<file path="src/rtl/stream_rr_arbiter.sv">
// Round-robin arbiter and data mux for one crossbar master port.
// The grant is held for a whole packet, and beats pass through with zero latency.
module stream_rr_arbiter #(
    parameter int unsigned T_DATA_WIDTH  = 8,
    parameter int unsigned S_DATA_COUNT  = 2,
    parameter int unsigned T_ID___WIDTH  = $clog2(S_DATA_COUNT),
    parameter int unsigned PKT_CNT_WIDTH = 8
) (
    input  logic                                 clk,
    input  logic                                 rst,
    input  logic [T_DATA_WIDTH*S_DATA_COUNT-1:0] s_data_i,
    input  logic [S_DATA_COUNT-1:0]              s_last_i,
    input  logic [S_DATA_COUNT-1:0]              s_req_i,
    output logic [S_DATA_COUNT-1:0]              s_ready_o,
    output logic [T_DATA_WIDTH-1:0]              m_data_o,
    output logic [T_ID___WIDTH-1:0]              m_id_o,
    output logic                                 m_last_o,
    output logic                                 m_valid_o,
    input  logic                                 m_ready_i,
    output logic                                 busy_o,
    output logic [PKT_CNT_WIDTH-1:0]             pkt_cnt_o
);

    localparam int unsigned IW = T_ID___WIDTH;
    localparam int unsigned CW = T_ID___WIDTH + 1;
    localparam logic [IW-1:0] LAST_ID = IW'(S_DATA_COUNT - 1);

    typedef enum logic {
        IDLE   = 1'b0,
        LOCKED = 1'b1
    } state_t;

    state_t                   state, state_d;
    logic [IW-1:0]            ptr, ptr_d;
    logic [IW-1:0]            gnt_id, gnt_id_d;
    logic [PKT_CNT_WIDTH-1:0] pkt_cnt, pkt_cnt_d;

    logic          win_found;
    logic [IW-1:0] win_id;
    logic [CW-1:0] cand;
    logic          act_found;
    logic [IW-1:0] act_id;
    logic          accept;

    function automatic logic [IW-1:0] next_id(input logic [IW-1:0] id);
        return (id == LAST_ID) ? '0 : id + IW'(1);
    endfunction

    // Scan upward from ptr with wrap. The extra bit keeps ptr+i from overflowing before the fold.
    always_comb begin
        win_found = 1'b0;
        win_id    = '0;
        cand      = '0;
        for (int i = 0; i < int'(S_DATA_COUNT); i++) begin
            cand = CW'(ptr) + CW'(i);
            if (cand >= CW'(S_DATA_COUNT)) begin
                cand = cand - CW'(S_DATA_COUNT);
            end
            if (!win_found && s_req_i[cand[IW-1:0]]) begin
                win_found = 1'b1;
                win_id    = cand[IW-1:0];
            end
        end
    end

    always_comb begin
        act_found = (state == LOCKED) || win_found;
        act_id    = (state == LOCKED) ? gnt_id : win_id;
    end

    // Master-port mux. The port is forced quiet while reset is held.
    always_comb begin
        s_ready_o = '0;
        m_data_o  = '0;
        m_id_o    = '0;
        m_last_o  = 1'b0;
        m_valid_o = 1'b0;
        for (int k = 0; k < int'(S_DATA_COUNT); k++) begin
            if (rst && act_found && (act_id == IW'(k))) begin
                m_valid_o    = s_req_i[k];
                m_data_o     = s_data_i[k*T_DATA_WIDTH +: T_DATA_WIDTH];
                m_last_o     = s_last_i[k];
                m_id_o       = IW'(k);
                s_ready_o[k] = m_ready_i;
            end
        end
    end

    assign accept = m_valid_o & m_ready_i;

    always_comb begin
        state_d   = state;
        ptr_d     = ptr;
        gnt_id_d  = gnt_id;
        pkt_cnt_d = pkt_cnt;
        unique case (state)
            IDLE: begin
                if (accept) begin
                    if (m_last_o) begin
                        ptr_d     = next_id(act_id);
                        pkt_cnt_d = pkt_cnt + PKT_CNT_WIDTH'(1);
                    end else begin
                        state_d  = LOCKED;
                        gnt_id_d = act_id;
                    end
                end
            end
            LOCKED: begin
                if (accept && m_last_o) begin
                    state_d   = IDLE;
                    ptr_d     = next_id(gnt_id);
                    pkt_cnt_d = pkt_cnt + PKT_CNT_WIDTH'(1);
                end
            end
            default: state_d = IDLE;
        endcase
    end

    always_ff @(posedge clk or negedge rst) begin
        if (!rst) begin
            state   <= IDLE;
            ptr     <= '0;
            gnt_id  <= '0;
            pkt_cnt <= '0;
        end else begin
            state   <= state_d;
            ptr     <= ptr_d;
            gnt_id  <= gnt_id_d;
            pkt_cnt <= pkt_cnt_d;
        end
    end

    assign busy_o    = (state == LOCKED);
    assign pkt_cnt_o = pkt_cnt;

    // Invariants: a single ready at most, and the priority pointer always names a real port.
    a_ready_onehot: assert property (@(posedge clk) disable iff (!rst) $onehot0(s_ready_o));
    a_ptr_range:    assert property (@(posedge clk) disable iff (!rst) ptr <= LAST_ID);

endmodule
</file>
<file path="config.mk">
export PLATFORM = sky130hd
export DESIGN_NAME = stream_rr_arbiter
export DESIGN_NICKNAME = d
export VERILOG_FILES = /design/src/rtl/stream_rr_arbiter.sv
export SDC_FILE = /design/constraint.sdc
export NUM_CORES = 1
export LEC_CHECK = 0
export ABC_CLOCK_PERIOD_IN_PS = 3000
export CAP_MARGIN = 20
export CORE_ASPECT_RATIO = 1.1
export CORE_MARGIN = 2
export CORE_UTILIZATION = 38
export CTS_CLUSTER_SIZE = 8
export DETAILED_ROUTE_END_ITERATION = 8
export PLACE_DENSITY_LB_ADDON = 0.08
export SLEW_MARGIN = 20
export SYNTH_ARGS = -nofsm -noshare
export SYNTH_HDL_FRONTEND = slang
export SYNTH_SLANG_ARGS = --single-unit
</file>
<file path="constraint.sdc">
create_clock -name clk -period 3 [get_ports clk]
set_input_delay 0.45 -clock clk [delete_from_list [all_inputs] [get_ports clk]]
set_output_delay 0.45 -clock clk [all_outputs]
set_load 0.005 [all_outputs]
</file>
After elaboration in Yosys (flattened, before gate mapping) --
Index checks and enable logic that the tools add are counted.
Word-level totals: logic and storage cells 64, input port bits 23, output and inout bits 22, flip-flop bits (word level) 11
Operators by class: add/subtract/negate cells 6, equal/unequal tests 3, bitwise gates (word level) 4, $lt $le $gt $ge 4, reduce and logical (&&, ||, !) cells 9, multiplexer cells 34
Operators by type and width (count):
- 8-bit 2-to-1 mux | 5
- 1-bit 2-to-1 mux | 26
- 8-bit case mux with 2 select lines | 1
- 8-bit by 1-bit adder with 8-bit output (second input constant) | 1
- 3-bit AND reduction | 2
- 1-bit logical AND | 5
- 1-bit by 2-bit less-than comparator with 1-bit output (second input constant) | 2
- 2-bit inequality test (second input constant) | 2
- 1-bit case mux with 2 select lines | 2
- 1-bit NOT | 3
- 1-bit adder (second input constant) | 2
- 1-bit by 1-bit adder with 2-bit output (second input constant) | 1
- 1-bit by 2-bit >= comparator with 1-bit output (second input constant) | 1
- 2-bit >= comparator (second input constant) | 1
- 2-bit by 1-bit inequality test with 1-bit output (second input constant) | 1
- 1-bit subtractor (second input constant) | 2
- 1-bit bitwise AND | 1
- 1-bit logical NOT | 1
- 1-bit logical OR | 1

Logic depth before layout (Yosys ltp) --
depth in word-level cells 17, depth in mapped cells 5, mapped depth without buffers 5

Worst setup path after synthesis --
No wires, ideal clock.
kind in2out, from input port s_req_i[1], to output port m_data_o[0], arrival 1.326 ns, slack 1.224 ns, data required time 2.550 ns, stages 5, buffers on the path 1, cells stage by stage nor2b_1 -> a22oi_2 -> nor2b_1 -> clkbuf_1 -> a22o_1
On the way: longest elaborated chain between the ends 11, elaborated cells between the ends (all ways) 18, those cells by class mux: 11; bitwise: 1; reduce/logical: 6
Ends and longest elaborated chain:
- from (decl) | line 13 | input logic [S_DATA_COUNT-1:0] s_req_i,
- 1-bit 2-to-1 mux (not written as such) (2 in series) | line 59 | if (!win_found && s_req_i[cand[IW-1:0]]) begin
- 1-bit 2-to-1 mux | line 59
- 1-bit logical NOT | line 59
- 1-bit logical AND | line 59
- 1-bit 2-to-1 mux | line 59
- 1-bit 2-to-1 mux / 1-bit logical OR (equally long branches) | line 68, 67
- 1-bit NOT / 1-bit logical AND (equally long branches) | line 79 | if (rst && act_found && (act_id == IW'(k))) begin
- 1-bit logical AND | line 79
- 8-bit 2-to-1 mux | line 79
- 8-bit 2-to-1 mux (*) | line 79
- to (decl) | line 15 | output logic [T_DATA_WIDTH-1:0] m_data_o,
Every way passes the cells marked *; elsewhere a longest branch is shown, timed or not. The select of a mux whose other input is x is not followed.

Final worst setup path --
from input port s_req_i[1], to output port m_data_o[4]
Same word-level chain as after synthesis.

==> impl_metrics.json <==
{
  "vdd_drop_max_uv": 394,
  "dieWidth_um": 44.6,
  "drv_slew": 0,
  "fillers": 143,
  "crit_path_start_kind": "input pin",
  "clkTransAtPathRegs_ns": 0.07,
  "p_leak_uw": 0.000475,
  "finalSetupViolCount": 0,
  "area_growth_pct": 72.5,
  "synth-seq-cells": 11,
  "place_ws_ns": 0.0692,
  "dieArea_um2": 2170,
  "yosys_warnings": 0,
  "avgSynthCellArea_um2": 9.97,
  "rrSetupSlack_ns": 1.30,
  "via_count": 708,
  "drive_gt1_share_pct": 10.3,
  "cts_buffer_depth": 2,
  "hold_path_class": "input pin to asynchronous set/reset pin",
  "power_density_nw_per_um2": 633,
  "status": "completed",
  "synth-seq-area-share_pct": 40.0,
  "final_nets": 142,
  "layout_common_cells": "clkdlybuf4s50_1 (44), dfrtp_1 (11), a22o_1 (8)",
  "initial_core_util_pct": 39.5,
  "whs_ns": 0.417,
  "final_common_cell": "clkdlybuf4s50_1",
  "clk_latency_ns": 0.26,
  "cts_tree": "built",
  "drt_wl_total_um": 1900,
  "grt_pass1_vias": 688,
  "path_max_fanout": 10,
  "rsz0062_at_grt": "false",
  "grt_pass1_wl_um": 3240,
  "row_count": 16,
  "drc": 0,
  "worst_slew_pin_slew_ns": 0.390,
  "ys_types": 26,
  "relSlewSlack_pct": 74.0,
  "critical_path_class": "input pin to primary output",
  "synthesis.area_um2": 688,
  "ant_nets": 0,
  "ios": 45,
  "cp_data_arrival_time_ns": 2.31,
  "tns_ns": 0,
  "design.core.area_um2": 1740,
  "post_dp_cell_area_um2": 1160,
  "stdcell_area_um2": 1190,
  "skew_ns": 0.00287,
  "drt_iter0_drc": 3,
  "synth_nets": 93,
  "fin_ws_ns": 0.238,
  "cts-root-buf": "clkbuf_4",
  "wl_per_cell_um": 14.1,
  "synthCells": 69,
  "crit_required_ns": 2.55,
  "routabilityCongestion": 0.806,
  "finalHoldViolCount": 0,
  "cap_viol_max_count": 0,
  "min_period_over_period_pct": 92.1,
  "min_period_ns": 2.76,
  "overflow": 0,
  "grt_max_degree": 12,
  "numCtsBuffers": 3,
  "fmax_mhz": 362,
  "antenna_found_initial": 0,
  "clock_sinks": 11,
  "io_buffers": 44,
  "htree_levels": 1,
  "viasPerCell": 5.24,
  "cp-end-kind": "primary output",
  "n_antenna_cell": 0,
  "firstDrtPassIters": 4,
  "dp_hpwl_um": 1540,
  "grtUsageTotal_pct": 19.4,
  "die_h_um": 48.6
}
-- registers in the layout (all words and copies together), names as in the netlist --
register / count
gnt_id: 1
busy_o: 1
pkt_cnt_o: 8
ptr: 1
-- cells by family after synthesis --
kind of cell               share of synthesized area (%)
and+or+nand+nor                                     20.0
muxes                                               6.18
adders and majority gates                           1.82
AOI/OAI and AO/OA                                   20.9
xor gates and xnor gates                            8.91
DFF                                                 40.0
buffers and inverters                               2.18
-- cells in the mapped netlist --
cell,number,area share [%]
nor3_1,1,0.73
a22o_1,8,10
nand3_1,5,3.6
nand4_1,2,1.8
a21oi_1,1,0.73
o211ai_1,1,1.1
o21a_1,1,1.1
mux2_2,2,3.3
o21ai_0,1,0.73
nand2_2,1,0.91
o22ai_4,1,2.9
a21oi_2,1,1.3
nand2_1,5,2.7
ha_1,1,1.8
a22oi_2,1,1.8
and3_1,3,2.7
clkbuf_1,2,1.1
xnor2_1,7,8.9
mux2i_1,2,2.9
nand2b_1,1,0.91
nor2b_1,4,3.6
inv_1,2,1.1
and2_1,2,1.8
a22oi_1,1,1.1
dfrtp_1,11,40
nor2_1,2,1.1
-- area by class of cell --
class	instances	area [um2]	area share, %
repair buffers	46	455	38.4
flip-flops and latches	11	275	23.2
inverters	2	7.51	0.632
multi-input cells	54	400	33.7
clock buffers	4	26.3	2.21
well taps	18	22.5	1.90
-- critical path, stage by stage --
cell and delay (ns):
clkdlybuf4s50_1 0.49, nor2b_1 0.19, a22oi_2 0.25, nor2b_1 0.08
buf_4 0.17, a22o_1 0.23, clkdlybuf4s50_1 0.45
-- stage by stage --
| stage | total power, uW | utilization [%] | cells |
|---|---|---|---|
| 2_1_floorplan | 428 | - | 69 |
| 3_3_place_gp | 648 | 66.5 | 131 |
| 3_5_place_dp | 656 | 66.5 | 131 |
| 4_1_cts | 757 | 68.0 | 135 |
| 5_1_grt | 813 | 68.2 | 135 |
| 6_report | 752 | 68.2 | 135 |
-- layer usage --
metal / global-route usage, % / part of all wire [%] / up-vias
met4: 6.06 / 0.84 / 0
met2: 33.8 / 55 / 25
li1: - / - / 351
met1: 23.7 / 39 / 330
met3: 2.99 / 5.6 / 2
met5: 0 / 0 / -
-- power by group --
part | total (uW) | internal, uW | switching [uW] | leakage [uW]
combinational | 415 | 260 | 156 | 0.000317
clock | 98.5 | 51.3 | 47.2 | 0.0000150
sequential | 238 | 185 | 53.2 | 0.000142
total | 752 | 496 | 256 | 0.000475
-- worst paths after layout --
check | from | to | cells after the start
max in group asynchronous | rst | pkt_cnt_o[2] | 2
min | rst | pkt_cnt_o[0] | 1
min in group clk | pkt_cnt_o[7] | pkt_cnt_o[7] | 1
max | s_req_i[1] | m_data_o[4] | 7
max reg2reg | busy_o | ptr | 5
min reg2reg | pkt_cnt_o[7] | pkt_cnt_o[7] | 1
-- what timing repair did --
| action | 4_1_cts | 5_1_grt |
|---|---|---|
| endpoints found under the setup margin | 0 | 9 |
| hold buffers | 0 | 0 |
| setup buffers | 0 | 0 |
| gates resized for setup | 0 | 1 |
| endpoints found under the hold margin | 0 | 0 |
(Power assumes the default switching activity.)
